[config.mk]
export PLATFORM = sky130hd
export DESIGN_NAME = pipeline_run_ctrl
export DESIGN_NICKNAME = d
export VERILOG_FILES = /design/src/rtl/pipeline_run_pkg.sv /design/src/rtl/run_sat_cnt.sv /design/src/rtl/pipeline_run_ctrl.sv
export SDC_FILE = /design/constraint.sdc
export NUM_CORES = 1
export LEC_CHECK = 0
export CORE_MARGIN = 10
export CORE_UTILIZATION = 46
export CTS_BUF_LIST = sky130_fd_sc_hd__clkbuf_16
export CTS_CLUSTER_DIAMETER = 100
export CTS_CLUSTER_SIZE = 25
export DETAILED_ROUTE_END_ITERATION = 10
export GPL_TIMING_DRIVEN = 0
export HOLD_SLACK_MARGIN = 0.02
export PLACE_DENSITY = 0.85
export SLEW_MARGIN = 10
export SYNTH_ARGS = -nofsm -noshare
export SYNTH_HDL_FRONTEND = slang
export SYNTH_SLANG_ARGS = --single-unit
export TNS_END_PERCENT = 5
[constraint.sdc]
create_clock -name clk_i -period 2.27 [get_ports clk_i]
set_clock_uncertainty 0.15 [all_clocks]
set_input_delay 0.681 -clock clk_i [delete_from_list [all_inputs] [get_ports clk_i]]
set_output_delay 0.681 -clock clk_i [all_outputs]
set_load 0.01 [all_outputs]
[src/rtl/pipeline_run_pkg.sv]
// Shared types and default signatures for the pipeline run controller.
package pipeline_run_pkg;

    typedef enum logic [2:0] {
        HOLD    = 3'd0,
        RUN     = 3'd1,
        PASS    = 3'd2,
        FAIL    = 3'd3,
        TIMEOUT = 3'd4,
        HANG    = 3'd5
    } run_state_e;

    localparam logic [31:0] PASS_SIG = 32'h0000_600D;
    localparam logic [31:0] FAIL_SIG = 32'h0000_0BAD;

endpackage

[src/rtl/run_sat_cnt.sv]
// Saturating up-counter. Clear wins over enable; clear together with enable
// restarts the count at 1 so the current cycle is counted.
module run_sat_cnt #(
    parameter int unsigned W = 32
) (
    input  logic         clk_i,
    input  logic         rst_ni,
    input  logic         clr_i,
    input  logic         en_i,
    output logic [W-1:0] cnt_o
);

    localparam logic [W-1:0] ONE = {{(W-1){1'b0}}, 1'b1};

    always_ff @(posedge clk_i or negedge rst_ni) begin
        if (!rst_ni) begin
            cnt_o <= '0;
        end else if (clr_i) begin
            cnt_o <= en_i ? ONE : '0;
        end else if (en_i && (cnt_o != '1)) begin
            cnt_o <= cnt_o + ONE;
        end
    end

endmodule

[src/rtl/pipeline_run_ctrl.sv]
// Run controller for the pipeline core: reset hold, cycle budget and verdict
// from the LED signature. Define RUN_CTRL_STALL_DETECT_EN to enable PC hang detection.
//
// Handshake: restart_i is a single-cycle request with no ready; it is always
// accepted at the next edge. done_o and the verdict flags are sticky levels
// that stay valid until restart_i or rst_ni.
module pipeline_run_ctrl #(
    parameter int unsigned RST_CYCLES     = 5,
    parameter int unsigned TIMEOUT_CYCLES = 1000,
    parameter int unsigned STABLE_CYCLES  = 4,
    parameter int unsigned CNT_W          = 32,
    parameter logic [31:0] PASS_SIG       = pipeline_run_pkg::PASS_SIG,
    parameter logic [31:0] FAIL_SIG       = pipeline_run_pkg::FAIL_SIG,
    parameter logic [31:0] SW_INIT        = 32'h0,
    parameter int unsigned STALL_CYCLES   = 64
) (
    input  logic                        clk_i,
    input  logic                        rst_ni,
    input  logic                        restart_i,
    input  logic [31:0]                 io_ledr_i,
    input  logic [31:0]                 pc_debug_i,
    output logic                        dut_rst_no,
    output logic [31:0]                 io_sw_o,
    output logic                        done_o,
    output logic                        pass_o,
    output logic                        fail_o,
    output logic                        timeout_o,
    output logic                        hang_o,
    output logic [CNT_W-1:0]            cycle_cnt_o,
    output pipeline_run_pkg::run_state_e state_o
);

    import pipeline_run_pkg::*;

    localparam logic [CNT_W-1:0] RST_M1     = CNT_W'(RST_CYCLES - 1);
    localparam logic [CNT_W-1:0] TIMEOUT_M1 = CNT_W'(TIMEOUT_CYCLES - 1);
    localparam logic [CNT_W-1:0] STABLE_M1  = CNT_W'(STABLE_CYCLES - 1);

    run_state_e       state;
    logic [CNT_W-1:0] hold_cnt;
    logic [CNT_W-1:0] match_cnt;
    logic             last_fail;

    logic in_run, sig_pass, sig_fail, sig_hit, sig_switch, match_done;
    logic pass_hit, fail_hit, hang_hit, timeout_hit, hold_done;

    assign in_run     = (state == RUN);
    assign sig_pass   = (io_ledr_i == PASS_SIG);
    assign sig_fail   = (io_ledr_i == FAIL_SIG);
    assign sig_hit    = sig_pass || sig_fail;
    assign sig_switch = (match_cnt != '0) && (sig_fail != last_fail);

    // This sample is the STABLE_CYCLES-th consecutive match of one signature.
    assign match_done = ((match_cnt == '0) || sig_switch) ? (STABLE_CYCLES == 1)
                                                          : (match_cnt >= STABLE_M1);
    assign pass_hit    = in_run && sig_pass && match_done;
    assign fail_hit    = in_run && sig_fail && match_done;
    assign timeout_hit = in_run && (cycle_cnt_o == TIMEOUT_M1);
    assign hold_done   = (state == HOLD) && (hold_cnt == RST_M1);

    run_sat_cnt #(.W(CNT_W)) u_hold_cnt (
        .clk_i (clk_i),
        .rst_ni(rst_ni),
        .clr_i (restart_i),
        .en_i  ((state == HOLD) && !restart_i),
        .cnt_o (hold_cnt)
    );

    run_sat_cnt #(.W(CNT_W)) u_cycle_cnt (
        .clk_i (clk_i),
        .rst_ni(rst_ni),
        .clr_i (restart_i),
        .en_i  (in_run && !restart_i),
        .cnt_o (cycle_cnt_o)
    );

    run_sat_cnt #(.W(CNT_W)) u_match_cnt (
        .clk_i (clk_i),
        .rst_ni(rst_ni),
        .clr_i (restart_i || (in_run && (!sig_hit || sig_switch))),
        .en_i  (in_run && sig_hit && !restart_i),
        .cnt_o (match_cnt)
    );

    always_ff @(posedge clk_i or negedge rst_ni) begin
        if (!rst_ni) begin
            last_fail <= 1'b0;
        end else if (in_run && sig_hit) begin
            last_fail <= sig_fail;
        end
    end

`ifdef RUN_CTRL_STALL_DETECT_EN
    localparam logic [CNT_W-1:0] STALL_M1 = CNT_W'(STALL_CYCLES - 1);

    logic [31:0]      prev_pc;
    logic [CNT_W-1:0] stall_cnt;
    logic             pc_same;

    // RUN cycle 0 has no previous RUN-cycle PC to compare against.
    assign pc_same  = (cycle_cnt_o != '0) && (pc_debug_i == prev_pc);
    assign hang_hit = in_run && pc_same && (stall_cnt >= STALL_M1);

    always_ff @(posedge clk_i or negedge rst_ni) begin
        if (!rst_ni) begin
            prev_pc <= '0;
        end else if (in_run) begin
            prev_pc <= pc_debug_i;
        end
    end

    run_sat_cnt #(.W(CNT_W)) u_stall_cnt (
        .clk_i (clk_i),
        .rst_ni(rst_ni),
        .clr_i (restart_i || (in_run && !pc_same)),
        .en_i  (in_run && pc_same && !restart_i),
        .cnt_o (stall_cnt)
    );
`else
    logic unused_stall;
    assign unused_stall = ^{pc_debug_i, 32'(STALL_CYCLES)};
    assign hang_hit     = 1'b0;
`endif

    always_ff @(posedge clk_i or negedge rst_ni) begin
        if (!rst_ni) begin
            state      <= HOLD;
            dut_rst_no <= 1'b0;
            io_sw_o    <= SW_INIT;
            done_o     <= 1'b0;
            pass_o     <= 1'b0;
            fail_o     <= 1'b0;
            timeout_o  <= 1'b0;
            hang_o     <= 1'b0;
        end else begin
            io_sw_o <= SW_INIT;
            if (restart_i) begin
                state      <= HOLD;
                dut_rst_no <= 1'b0;
                done_o     <= 1'b0;
                pass_o     <= 1'b0;
                fail_o     <= 1'b0;
                timeout_o  <= 1'b0;
                hang_o     <= 1'b0;
            end else begin
                case (state)
                    HOLD: begin
                        if (hold_done) begin
                            state      <= RUN;
                            dut_rst_no <= 1'b1;
                        end
                    end
                    RUN: begin
                        if (fail_hit) begin
                            state  <= FAIL;
                            done_o <= 1'b1;
                            fail_o <= 1'b1;
                        end else if (pass_hit) begin
                            state  <= PASS;
                            done_o <= 1'b1;
                            pass_o <= 1'b1;
                        end else if (hang_hit) begin
                            state  <= HANG;
                            done_o <= 1'b1;
                            hang_o <= 1'b1;
                        end else if (timeout_hit) begin
                            state     <= TIMEOUT;
                            done_o    <= 1'b1;
                            timeout_o <= 1'b1;
                        end
                    end
                    default: state <= state;
                endcase
            end
        end
    end

    assign state_o = state;

endmodule

==> impl_metrics.ini <==
[run_status]
outcome = finished, violations left
violations = negative setup slack

[power]
power.density_nw_per_um2 = 466
p_leak_nw = 3.49
vdd_drop_max_mv = 0.328

[routing]
ant_nets = 0
first_pass_iters = 5
routed_wl_mm = 18.2
vias = 5979
wl_per_cell_um = 17.8
drtIter0Drc = 754
via_per_inst = 5.85
drc = 0

[timing]
hold_viol = 0
relSlewSlack_pct = 53.8
whs_ns = 0.0701
setup_tns_ns = -2.63
period_share_pct = 106
drv_slew = 0
setup_viol = 42
tightest_slew_ns = 0.690
layout_setup_ws_ns = -0.145
timing.fmax_mhz = 414
layout_min_cycle_time_ns = 2.41
grt_setup_unrepaired = yes

[clock_network]
htreeDepth = 3
clock_sinks = 105
clock-root-buffer = clkbuf_16
clk_pin_slew_ns = 0.08
cts_buffers = 9
clock_path_buffers = 2
insertion_delay_ns = 0.36
cts_tree = done

[synth]
synth_edf_count = 0
yosysSeqAreaShare_pct = 42.3
ys_ff_latch = 105
yosys_warnings = 0
synthArstFlopShare_pct = 100
yosysUniqueCellTypes = 52
syn_area_um2 = 6220
syn_inst = 696
synthFlopType = dfrtp_1
postSynthAreaPerCell_um2 = 8.93

[die]
initial_utilization_pct = 46.9
core_area_um2 = 13200
die_h_um = 136
die_w_um = 136
io_pins = 140
rows = 42
fp.dieArea_um2 = 18600

[grt]
gr-usage-all-layers_pct = 18.6
grt_pass1_vias = 5811
overflow = 0
grt_pass1_wl_mm = 28.2
grt_max_degree = 62
antenna_found_initial = 0

[setup_path]
required_ns = 2.39
worstPathMaxFanout = 10
worstPathArrival_ns = 2.54
path_class = in -> reg
worstSetupEndpointType = flop
critPathLaunch = io_ledr_i[13]
start_kind = input pin
reg2reg_from = state_o[2]

[layout]
multiInputGateArea_um2 = 3580
fillCellCount = 1048
finalInstanceArea_um2 = 8150
nets = 913
diodes = 0
regArea_um2 = 2650
final_cell_mix = nor2_1, dfrtp_1, buf_4
utilization_pct = 61.6
drive_above_1_share_pct = 22.1
syn_to_final_growth_pct = 31.2
layout_commonest_cell = nor2_1

[placed_design]
dpl-instance-area_um2 = 7330
gp_congestion = 0.887
hpwl_mm = 11.4
portBuffers = 74

[run]
drv_cap = 0

[hold_path]
min_path_type = in -> async
==> synthesized netlist by cell type, types with 5 or more instances <==
library cell | n | area [um^2]
a211oi_1 | 5 | 37.5
ha_1 | 5 | 62.6
nor3_1 | 26 | 130
nand2_1 | 37 | 139
xnor2_1 | 34 | 298
nor2_1 | 106 | 398
inv_1 | 16 | 60.1
dfrtp_1 | 105 | 2630
o21ai_0 | 11 | 55.1
and2_1 | 6 | 37.5
and3_1 | 27 | 169
nor4b_1 | 6 | 52.6
or3_1 | 6 | 37.5
a21oi_1 | 16 | 80.1
buf_4 | 33 | 248
nand3_1 | 49 | 245
clkbuf_1 | 16 | 60.1
nand4_1 | 44 | 275
nor4_1 | 29 | 181
buf_2 | 7 | 35.0
and4_1 | 15 | 131
xor2_1 | 48 | 420
nand2b_1 | 5 | 31.3
==> layout make-up <==
type	count	share of cell area, %
well taps	176	2.70
repair buffers	107	11.8
multi-input cells	547	43.9
clock inverters	7	0.767
clock buffers	9	2.76
inverters	16	0.737
flip-flops and latches	105	32.5
plain buffers	55	4.83
==> final timing paths <==
path	endpoint	slack, ns	depth (start not counted)
max	u_match_cnt.cnt_o[1]	-0.14	8
max reg2reg	u_match_cnt.cnt_o[30]	-0.09	8
min reg2reg	dut_rst_no	0.37	2
min	u_cycle_cnt.cnt_o[9]	0.07	1
max in group asynchronous	state_o[1]	1.23	2
min in group clk_i	dut_rst_no	0.37	2
==> where the power goes <==
part	switching (mW)	total, mW	leakage [nW]	internal [mW]
combinational	0.197	0.351	1.91	0.154
sequential	0.0191	1.90	1.43	1.88
clock	0.784	1.55	0.141	0.765
==> flip-flops by register name, indices dropped and copies added (netlist names) <==
name               flops
timeout_o              1
u_hold_cnt.cnt_o      32
state_o                3
dut_rst_no             1
u_match_cnt.cnt_o     32
last_fail              1
done_o                 1
fail_o                 1
pass_o                 1
u_cycle_cnt.cnt_o     32
==> worst max-delay path, cell delays in order <==
cell and delay (ns):
buf_6 0.09, or4_4 0.61, buf_4 0.19, xnor2_1 0.23
o21ai_2 0.10, a21o_2 0.26, buf_4 0.19, a21oi_1 0.17
==> kinds of logic (layout without fill, tap and decap cells) <==
logic type | after synthesis | count (layout) | synth area share, %
flip-flops | 105 | 105 | 42.3
other | 1 | 33 | 0.0603
buffers and inverters | 76 | 194 | 6.96
XOR/XNOR | 82 | 82 | 11.6
adder cells (fa/ha/maj) | 5 | 5 | 1.01
multiplexers | 2 | 2 | 0.322
AND/OR/NAND/NOR | 374 | 374 | 32.1
AO/OA/AOI/OAI | 51 | 51 | 5.76
==> metrics by stage <==
step / power, mW / worst slack (ns) / instances
floorplan: 2.10 / -0.402 / 728
global placement: 2.25 / -3.59 / 978
detailed placement: 2.25 / -1.22 / 979
CTS: 3.76 / -0.0856 / 1012
global route: 3.92 / -0.211 / 1022
finish: 3.80 / -0.145 / 1022
==> routing by layer <==
| layer | up-vias | track usage (%) | share of wire (%) |
|---|---|---|---|
| met5 | - | 0 | 0 |
| met4 | 0 | 7.63 | 2.8 |
| met3 | 54 | 4.72 | 9.8 |
| met2 | 393 | 30.5 | 47 |
| met1 | 2839 | 22.9 | 41 |
| li1 | 2693 | - | - |
==> repair_timing <==
action | CTS | global route
pin swaps | 31 | 28
gates cloned | 2 | 1
resized for setup | 133 | 71
hold buffers | 0 | 0
buffers inserted | 18 | 11
setup endpoints to repair | 102 | 101
No activity file was read; power rests on OpenSTA's default activity.
